**src/rtl/sha1_pkg.sv**
```systemverilog
// Shared SHA-1 definitions: padder state encoding, padding marker, block geometry.
package sha1_pkg;

   typedef enum logic [1:0] {
      ST_FILL,
      ST_PAD,
      ST_LEN,
      ST_EMIT
   } pad_state_e;

   localparam logic [31:0] SHA1_PAD_MARK = 32'h8000_0000;
   localparam int          SHA1_BLK_W    = 512;
   localparam int          SHA1_LEN_W    = 64;
   localparam logic [4:0]  SHA1_WORDS    = 5'd16;
   localparam logic [4:0]  SHA1_LEN_SLOT = 5'd14;

   // Keep the first 'bytes' bytes of a final word, put 0x80 right after them, zero the rest.
   function automatic logic [31:0] sha1_mark_word(input logic [31:0] data, input logic [1:0] bytes);
      logic [31:0] w;
      case (bytes)
         2'd1:    w = {data[31:24], 24'h80_0000};
         2'd2:    w = {data[31:16], 16'h8000};
         2'd3:    w = {data[31:8],  8'h80};
         default: w = data;
      endcase
      return w;
   endfunction

endpackage

```
**src/rtl/sha1_len_ctr.sv**
```systemverilog
// 64-bit message bit-length accumulator; wraps mod 2^64.
module sha1_len_ctr
   import sha1_pkg::*;
(
   input  logic                  clk,
   input  logic                  rst_n,
   input  logic                  i_clr,
   input  logic                  i_add32,
   input  logic                  i_add_part,
   input  logic [1:0]            i_bytes,
   output logic [SHA1_LEN_W-1:0] o_len
);

   logic [SHA1_LEN_W-1:0] r_len;

   // Accumulate bits per accepted word; a partial final word adds 8 bits per valid byte.
   always_ff @(posedge clk or negedge rst_n) begin
      if (!rst_n)
         r_len <= '0;
      else if (i_clr)
         r_len <= '0;
      else if (i_add32)
         r_len <= r_len + SHA1_LEN_W'(32);
      else if (i_add_part)
         r_len <= r_len + SHA1_LEN_W'({i_bytes, 3'b000});
   end

   assign o_len = r_len;

endmodule

```
**src/rtl/sha1_pad.sv**
```systemverilog
// SHA-1 message padder / block loader. Optional block index output enabled by SHA1_PAD_BLKCNT_EN.
module sha1_pad
   import sha1_pkg::*;
(
   input  logic                  clk,
   input  logic                  rst_n,
   input  logic                  in_valid,
   output logic                  in_ready,
   input  logic [31:0]           in_data,
   input  logic                  in_last,
   input  logic [1:0]            in_bytes,
   output logic                  blk_valid,
   output logic [SHA1_BLK_W-1:0] blk_data,
   output logic                  blk_first,
   output logic                  blk_last,
   input  logic                  blk_done
`ifdef SHA1_PAD_BLKCNT_EN
   ,
   output logic [15:0]           blk_cnt
`endif
);

   pad_state_e            r_state, w_state_nxt;
   logic [3:0]            r_w, w_w_nxt;
   logic                  r_mark, w_mark_nxt;
   logic                  r_padp, w_padp_nxt;
   logic                  r_first, w_first_nxt;
   logic                  r_last, w_last_nxt;
   logic [SHA1_BLK_W-1:0] r_blk;
   logic [4:0]            w_w_inc;
   logic                  w_we, w_len_we, w_add32, w_add_part, w_clr;
   logic [31:0]           w_wval;
   logic [SHA1_LEN_W-1:0] w_len;

   assign w_w_inc = {1'b0, r_w} + 5'd1;

   sha1_len_ctr u_len (
      .clk        (clk),
      .rst_n      (rst_n),
      .i_clr      (w_clr),
      .i_add32    (w_add32),
      .i_add_part (w_add_part),
      .i_bytes    (in_bytes),
      .o_len      (w_len)
   );

   // Control registers: state, slot pointer, pending marker, padding-in-progress, first/last flags.
   always_ff @(posedge clk or negedge rst_n) begin
      if (!rst_n) begin
         r_state <= ST_FILL;
         r_w     <= '0;
         r_mark  <= 1'b0;
         r_padp  <= 1'b0;
         r_first <= 1'b1;
         r_last  <= 1'b0;
      end else begin
         r_state <= w_state_nxt;
         r_w     <= w_w_nxt;
         r_mark  <= w_mark_nxt;
         r_padp  <= w_padp_nxt;
         r_first <= w_first_nxt;
         r_last  <= w_last_nxt;
      end
   end

   // Next-state and slot-write decode; the pointer wraps to 0 when a block fills (slot 16 == next block's 0).
   always_comb begin
      w_state_nxt = r_state;
      w_w_nxt     = r_w;
      w_mark_nxt  = r_mark;
      w_padp_nxt  = r_padp;
      w_first_nxt = r_first;
      w_last_nxt  = r_last;
      w_we        = 1'b0;
      w_wval      = in_data;
      w_len_we    = 1'b0;
      w_add32     = 1'b0;
      w_add_part  = 1'b0;
      w_clr       = 1'b0;
      unique case (r_state)
         ST_FILL: begin
            if (in_valid) begin
               w_we    = 1'b1;
               w_w_nxt = w_w_inc[3:0];
               if (in_last) begin
                  w_padp_nxt = 1'b1;
                  if (in_bytes == 2'd0) begin
                     w_add32    = 1'b1;
                     w_mark_nxt = 1'b1;
                  end else begin
                     w_add_part = 1'b1;
                     w_wval     = sha1_mark_word(in_data, in_bytes);
                  end
                  if (w_w_inc == SHA1_WORDS) begin
                     w_state_nxt = ST_EMIT;
                     w_last_nxt  = 1'b0;
                  end else if (w_w_inc == SHA1_LEN_SLOT && in_bytes != 2'd0)
                     w_state_nxt = ST_LEN;
                  else
                     w_state_nxt = ST_PAD;
               end else begin
                  w_add32 = 1'b1;
                  if (w_w_inc == SHA1_WORDS) begin
                     w_state_nxt = ST_EMIT;
                     w_last_nxt  = 1'b0;
                     w_padp_nxt  = 1'b0;
                  end
               end
            end
         end
         ST_PAD: begin
            w_we       = 1'b1;
            w_wval     = r_mark ? SHA1_PAD_MARK : 32'd0;
            w_mark_nxt = 1'b0;
            w_w_nxt    = w_w_inc[3:0];
            if (w_w_inc == SHA1_WORDS) begin
               w_state_nxt = ST_EMIT;
               w_last_nxt  = 1'b0;
            end else if (w_w_inc == SHA1_LEN_SLOT)
               w_state_nxt = ST_LEN;
         end
         ST_LEN: begin
            w_len_we    = 1'b1;
            w_state_nxt = ST_EMIT;
            w_last_nxt  = 1'b1;
            w_padp_nxt  = 1'b0;
         end
         ST_EMIT: begin
            if (blk_done) begin
               w_w_nxt     = '0;
               w_first_nxt = 1'b0;
               if (r_last) begin
                  w_state_nxt = ST_FILL;
                  w_first_nxt = 1'b1;
                  w_last_nxt  = 1'b0;
                  w_clr       = 1'b1;
               end else if (r_padp)
                  w_state_nxt = ST_PAD;
               else
                  w_state_nxt = ST_FILL;
            end
         end
         default: w_state_nxt = ST_FILL;
      endcase
   end

   // Block buffer: one word slot per cycle; LEN writes the 64-bit length into slots 14/15.
   always_ff @(posedge clk or negedge rst_n) begin
      if (!rst_n)
         r_blk <= '0;
      else begin
         if (w_we)
            r_blk[{~r_w, 5'd0} +: 32] <= w_wval;
         if (w_len_we)
            r_blk[SHA1_LEN_W-1:0] <= w_len;
      end
   end

   assign in_ready  = (r_state == ST_FILL);
   assign blk_valid = (r_state == ST_EMIT);
   assign blk_data  = r_blk;
   assign blk_first = r_first;
   assign blk_last  = r_last;

`ifdef SHA1_PAD_BLKCNT_EN
   logic [15:0] r_cnt;

   // Block index within the message: counts completed blocks, saturates, restarts per message.
   always_ff @(posedge clk or negedge rst_n) begin
      if (!rst_n)
         r_cnt <= '0;
      else if (r_state == ST_EMIT && blk_done)
         r_cnt <= r_last ? 16'd0 : ((r_cnt == 16'hFFFF) ? r_cnt : r_cnt + 16'd1);
   end

   assign blk_cnt = r_cnt;
`endif

endmodule

```
**config.mk**
```make
export PLATFORM = sky130hd
export DESIGN_NAME = sha1_pad
export DESIGN_NICKNAME = d
export VERILOG_FILES = /design/src/rtl/sha1_pkg.sv /design/src/rtl/sha1_len_ctr.sv /design/src/rtl/sha1_pad.sv
export SDC_FILE = /design/constraint.sdc
export NUM_CORES = 1
export LEC_CHECK = 0
export CORE_ASPECT_RATIO = 0.8
export CORE_MARGIN = 3
export CORE_UTILIZATION = 40
export CTS_BUF_LIST = sky130_fd_sc_hd__clkbuf_4
export CTS_CLUSTER_DIAMETER = 120
export CTS_CLUSTER_SIZE = 16
export DETAILED_ROUTE_END_ITERATION = 10
export GPL_ROUTABILITY_DRIVEN = 0
export GPL_TIMING_DRIVEN = 0
export PLACE_DENSITY = 0.77
export SLEW_MARGIN = 20
export SYNTH_ARGS = -nofsm -noshare
export SYNTH_HDL_FRONTEND = slang
export SYNTH_SLANG_ARGS = --single-unit
```
**constraint.sdc**
```tcl
create_clock -name clk -period 2.8 [get_ports clk]
set_input_delay 0.7 -clock clk [delete_from_list [all_inputs] [get_ports clk]]
set_output_delay 0.7 -clock clk [all_outputs]
set_load 0.05 [all_outputs]
```
==> results.json, run 1 <==
{
  "synth_nets": 2372,
  "cts_sinks": 583,
  "totalWireLength_mm": 93.3,
  "drt_first_pass_iters": 6,
  "fin_skew_ns": 0.0756,
  "synth-edff-count": 0,
  "core-area_sq_mm": 0.0585,
  "initial_utilization": 0.407,
  "cts_buffers": 42,
  "cts_max_level": 2,
  "rows": 79,
  "drc": 0,
  "leakage_nw": 16.1,
  "grt_pass1_vias": 19955,
  "worstSetupPathType": "register to register",
  "cts_root_buffer": "clkbuf_4",
  "die_x_um": 279,
  "clk_path_buf_depth": 3,
  "wl_met3_mm": 8.85,
  "met2_length_mm": 42.2,
  "die-area_sq_mm": 0.0625,
  "ys.flop_type": "dfrtp_1",
  "die_h_um": 224,
  "synth_area_sq_mm": 0.0238,
  "synth_top_area_frac": 0.612,
  "tightest_slew_ns": 0.841,
  "fin_area_sq_mm": 0.0311,
  "port_buffers": 553,
  "worstPathArrival_ns": 3.59,
  "io_pins": 555,
  "via_per_inst": 5.68,
  "setup-violations-final": 1,
  "max_freq_mhz": 355,
  "antenna_found_initial": 11,
  "r2r-start": "r_state[1]",
  "powerDensity_mw_per_mm2": 1240,
  "setup_slack_ns": -0.0130,
  "path_clk_slew_ns": 0.20,
  "final_cell_mix": "dfrtp_1 (578), dlygate4sd2_1 (418), o21ai_0 (416)",
  "cts_tree": "done",
  "yosysSeqAreaShare": 0.613,
  "synth_cell_types": 64,
  "finalHoldViolCount": 0,
  "final_common_cell": "dfrtp_1",
  "maxCapViolCount": 0,
  "postRouteAntennaNets": 0,
  "area_growth_pct": 30.6,
  "place_area_sq_mm": 0.0305,
  "synth_top_cell_by_area": "dfrtp_1",
  "yosysWarnings": 0,
  "wl_met1_mm": 38.7,
  "status": "complete, but fails checks",
  "worstPathMaxFanout": 10,
  "synth_seq_cells": 583,
  "slew_headroom": 0.435,
  "worstSetupStartpointType": "register",
  "highest_layer": "met5",
  "final.period_utilization": 1.00,
  "wl_per_cell_um": 25.1,
  "grt_max_degree": 104,
  "grt_overflow": 0,
  "startpoint": "r_state[1]",
  "track_usage": 0.291,
  "grt_pass1_wl_mm": 136,
  "postSynthCellCount": 2320,
  "finalPower_mw": 38.7,
  "dpl.hpwl_mm": 69.4,
  "syn-mean-instance-area_sq_um": 10.3,
  "failed_checks": "setup timing",
  "via_count": 21103,
  "drv_slew": 0,
  "clk_latency_ns": 0.86,
  "hp-class": "input port to register",
  "drive_gt1_frac": 0.116,
  "endpoint_kind": "register",
  "fin_nets": 2980,
  "yosys-top-cells-area": "dfrtp_1 (61%), o21ai_0 (8.8%), nand2_1 (6.9%)",
  "min_from": "in_last",
  "drtIter0Drc": 2108,
  "required_ns": 3.57,
  "grt_setup_unrepaired": "true",
  "synthArstFlopShare": 1.00,
  "min_period_ns": 2.81,
  "peakVddDrop_uv": 707
}
-- final timing paths --
path,endpoint,slack (ns),cells past startpoint
worst max-delay path,blk_data[55],-0.01,9
worst min-delay path,r_mark,0.36,4
worst max register to register,blk_data[55],-0.01,9
worst min register to register,blk_data[314],0.49,2
max in group asynchronous,blk_data[199],0.31,6
min in group asynchronous,blk_data[56],0.37,2
-- critical path: stages (launching register included) --
cell      delay (ns)
dfrtp_2         0.49
inv_1           0.13
ha_2            0.24
clkbuf_4        0.23
buf_2           0.23
nand4_1         0.19
nor2_2          0.24
a21oi_2         0.10
or4_1           0.62
a31oi_1         0.24
-- power by group --
part           switching (mW)  internal [mW]  total, mW
Combinational            17.0           5.38       22.3
Sequential               1.63           11.1       12.8
Clock                    2.70          0.871       3.57
Total                    21.3           17.4       38.7
-- state kept, by name, indices dropped and copies added (netlist names) --
signal       flops
r_state          2
u_len.o_len     61
blk_first        1
r_mark           1
blk_data       512
r_w              4
r_padp           1
blk_last         1
-- metrics by stage --
| stage | setup TNS [ns] | std cells | setup WS [ns] | util | hold WS [ns] |
|---|---|---|---|---|---|
| floorplan | 0 | 2320 | 0.103 | - | 0.404 |
| global placement | - | 3642 | -24.97 | 0.518 | 0.460 |
| detailed placement | -332.13 | 3651 | -1.07 | 0.522 | 0.465 |
| CTS | -0.0158 | 3702 | -0.0158 | 0.525 | 0.263 |
| global route | -0.442 | 3711 | -0.0421 | 0.531 | 0.343 |
| finish | -0.0130 | 3715 | -0.0130 | 0.531 | 0.364 |
-- cells by family after synthesis --
family | synth area share
simple gates | 0.141
compound gates | 0.155
flops | 0.613
buf+inv | 0.0321
mux | 0.0415
xor+xnor | 0.0103
fa+ha+maj | 0.00715
-- layout make-up --
class / instances / area [sq um]
Antenna cell: 8 / 20.0
Clock buffer: 53 / 398
Clock inverter: 1 / 11.3
Multi-Input combinational cell: 1536 / 8840
Tap cell: 769 / 962
Fill cell: 5381 / 27400
Inverter: 43 / 161
Sequential cell: 583 / 14600
Buffer: 146 / 664
Timing Repair Buffer: 576 / 5450
-- cell usage after synthesis, drive strengths merged (15+ instances only) --
cell type  instances
and3              28
or3               23
o21ai            420
nand3             74
a22oi             52
or4               15
clkbuf           148
nor2              89
nand4             24
nand2            439
a2bb2oi           29
dfrtp            582
inv               43
o31ai             21
a21oi             77
xnor2             16
nor3              19
mux2              85
-- per-layer routing --
| metal | global-route usage | up-vias |
|---|---|---|
| met2 | 0.449 | 1075 |
| met5 | 0 | - |
| li1 | - | 9296 |
| met4 | 0.102 | 4 |
| met3 | 0.0778 | 197 |
| met1 | 0.399 | 10531 |
-- repair_timing --
item,4_1_cts,5_1_grt
pin swaps,2,4
hold endpoints to repair,73,0
resized for setup,556,160
endpoints found under the setup margin,956,450
buffers inserted,6,7
hold buffers,1,0
No activity file was read; power rests on OpenSTA's default activity.
==> run 2: changes to the inputs <==
--- a/config.mk
+++ b/config.mk
@@ -18,4 +18,5 @@
 export SLEW_MARGIN = 20
 export SYNTH_ARGS = -nofsm -noshare
 export SYNTH_HDL_FRONTEND = slang
+export SYNTH_HIERARCHICAL = 1
 export SYNTH_SLANG_ARGS = --single-unit
==> run 2 against run 1 <==
The flow now finishes without violations; power shrank 1.4%; cell area shrank 0.83%; setup slack improved by 0.016 ns; largest cell class unchanged.
==> results.json, run 2 <==
{
  "reg2regPathDepth": 12,
  "timing.critical_path.buf_inv": 5,
  "grt_pass1_vias": 20016,
  "core-area_sq_mm": 0.0575,
  "ys.flop_type": "dfrtp_1",
  "cp_top_family": "buffers and inverters",
  "cts_root_buffer": "clkbuf_4",
  "final.period_utilization": 0.999,
  "slew_headroom": 0.246,
  "postRouteAntennaNets": 0,
  "cts_max_level": 2,
  "slowest_stage": "clkdlybuf4s50_1",
  "crit_path_cell_trace": "clkdlybuf4s50_1, buf_1, or2_2, a21oi_4, buf_4, inv_4, a211oi_4, nand4_4, buf_6, or3_1, a21oi_1",
  "cts_tree": "done",
  "endpoint_kind": "register",
  "drc": 0,
  "grt_overflow": 0,
  "min_from": "in_last",
  "required_ns": 3.52,
  "min_period_ns": 2.80,
  "initial_utilization": 0.410,
  "final_common_cell": "dfrtp_1",
  "synthArstFlopShare": 1.00,
  "wl_per_cell_um": 24.3,
  "grt_max_degree": 99,
  "power_frac_comb": 0.572,
  "path_clk_slew_ns": 0.18,
  "totalWireLength_mm": 91.1,
  "port_buffers": 553,
  "p_int_mw": 17.3,
  "die-area_sq_mm": 0.0619,
  "hp-class": "input port to register",
  "synth-edff-count": 0,
  "synth_seq_cells": 583,
  "worstPathArrival_ns": 3.52,
  "hold_depth": 4,
  "postSynthCellCount": 2336,
  "io_pins": 555,
  "antenna_found_initial": 12,
  "fillCellCount": 5323,
  "via_per_inst": 5.64,
  "tightest_slew_ns": 1.12,
  "cts_sinks": 583,
  "r2r-start": "r_state[0]",
  "wl_met3_mm": 8.39,
  "worstSetupStartpointType": "input port",
  "fin_nets": 3025,
  "via_count": 21162,
  "synth_cell_types": 77,
  "status": "complete, no violations",
  "clk_latency_ns": 0.88,
  "yosysWarnings": 6,
  "dpl.cell_count": 3658,
  "yosysSeqAreaShare": 0.619,
  "drt_first_pass_iters": 5,
  "swShare": 0.547,
  "area_growth_pct": 30.9,
  "stdcell_count": 3750,
  "grt_pass1_wl_mm": 134,
  "die_h_um": 223,
  "worstPathMaxFanout": 8,
  "rows": 78,
  "slowest_delay_ns": 0.50,
  "seqPwrFrac": 0.333,
  "track_usage": 0.286,
  "largest_reg_flops": 512,
  "setup-violations-final": 0,
  "hold_ws_ns": 0.332,
  "synth.most_common_cell": "dfrtp_1",
  "syn-mean-instance-area_sq_um": 10.1,
  "p_sw_mw": 20.8,
  "synth_area_sq_mm": 0.0236,
  "startpoint": "in_bytes[1]",
  "yosys-top-cells-area": "dfrtp_1 (62%), o21ai_0 (9.4%), nand2_1 (9.0%)",
  "drv_slew": 0,
  "path_depth": 11,
  "clkPwrFrac": 0.095,
  "die_x_um": 277,
  "maxCapViolCount": 0,
  "max_freq_mhz": 357,
  "cts_buffers": 42,
  "synth_top_cell_by_area": "dfrtp_1",
  "drtIter0Drc": 2219,
  "powerDensity_mw_per_mm2": 1240,
  "synthTopCellsByCount": "dfrtp_1 (582), nand2_1 (564), o21ai_0 (444)",
  "worstSetupPathType": "input port to register",
  "met2_length_mm": 40.7,
  "final_cell_mix": "dfrtp_1 (582), nand2_1 (562), o21ai_0 (443)",
  "synth_top_area_frac": 0.618,
  "dpl.hpwl_mm": 69.4,
  "grt_setup_unrepaired": "true",
  "fin_util": 0.536,
  "wl_met1_mm": 37.6,
  "highest_layer": "met5",
  "finalHoldViolCount": 0,
  "drive_gt1_frac": 0.0777,
  "leakage_nw": 15.5,
  "clk_path_buf_depth": 3,
  "fin_skew_ns": 0.0994,
  "peakVddDrop_uv": 746
}
-- run 2: changes by cell type in the layout (fill, tap and decap cells not counted), moves of 27 or more --
cell / delta
nand2_1: +154
o21ai_0: +27
mux2_2: -82
dlymetal6s2s_1: -31
a21oi_1: -33
buf_4: +27
a2bb2oi_1: -28
o21ai_1: +61
clkdlybuf4s50_1: +59
a32oi_1: +27
clkbuf_2: -33
-- run 2: logic make-up (layout without fill, tap and decap cells) --
group,after synthesis,in the layout,synth area share
AOI/OAI and AO/OA,685,685,0.166
xor gates and xnor gates,36,36,0.0150
adders and majority gates,13,13,0.00722
buffers and inverters,189,835,0.0334
DFF,583,583,0.619
muxes,12,12,0.00558
other,1,9,0.000159
and+or+nand+nor,817,817,0.153
-- run 2: stage by stage --
stage | cell area (sq um) | TNS (ns) | power (mW) | worst slack (ns)
6_report | 30800 | 0 | 38.1 | 0.00266
5_1_grt | 30800 | -0.570 | 39.9 | -0.0936
4_1_cts | 30400 | -2.86 | 37.8 | -0.135
3_3_place_gp | 30100 | - | 35.4 | -24.94
2_1_floorplan | 23600 | 0 | 26.7 | 0.0252
3_5_place_dp | 30300 | -200.24 | 35.7 | -1.13
-- run 2: timing repair --
| item | 4_1_cts | 5_1_grt |
|---|---|---|
| buffers inserted | 13 | 20 |
| pin swaps | 5 | 11 |
| hold buffers | 1 | 0 |
| endpoints found under the setup margin | 682 | 438 |
| resized for setup | 437 | 111 |
| hold endpoints to repair | 54 | 0 |
-- run 2: power by group through the flow --
| stage | registers (mW) | logic (mW) | clock network, mW |
|---|---|---|---|
| 2_1_floorplan | 21.7 | 5.01 | 0 |
| 3_3_place_gp | 12.9 | 22.4 | 0 |
| 3_5_place_dp | 13.0 | 22.7 | 0 |
| 4_1_cts | 12.7 | 21.4 | 3.70 |
| 5_1_grt | 13.0 | 22.9 | 3.98 |
| 6_report | 12.7 | 21.8 | 3.62 |
-- run 2: worst register-to-register path: cells and delay by family, from the launching register on --
family	cells	cell delay, ns
DFF	1	0.43
and+or+nand+nor	3	0.65
AOI/OAI and AO/OA	3	0.66
buffers and inverters	5	0.70
adders and majority gates	1	0.19
-- run 2: path summary, 6_finish.rpt --
| check | to | slack (ns) |
|---|---|---|
| min | r_state[1] | 0.33 |
| max in group asynchronous | blk_data[70] | 1.12 |
| min reg2reg | blk_data[318] | 0.49 |
| min in group asynchronous | blk_data[238] | 0.37 |
| max | u_len/o_len[51] | 0.003 |
| max reg2reg | u_len/o_len[51] | 0.02 |
-- run 2: cell type report --
| type | instances | area, sq um | area share |
|---|---|---|---|
| Clock inverter | 4 | 48.8 | 0.00158 |
| Sequential cell | 583 | 14600 | 0.473 |
| Clock buffer | 51 | 383 | 0.0124 |
| Timing Repair Buffer | 594 | 5550 | 0.180 |
| Buffer | 143 | 674 | 0.0219 |
| Tap cell | 760 | 951 | 0.0308 |
| Inverter | 43 | 166 | 0.00540 |
| Multi-Input combinational cell | 1566 | 8460 | 0.274 |
| Antenna cell | 6 | 15.0 | 0.000487 |
-- run 2: per-layer routing --
metal  global-route usage  vias up
li1                     -     9318
met1                0.395    10609
met2                0.434     1011
met3               0.0708      216
met4                0.117        8
met5                    0        -
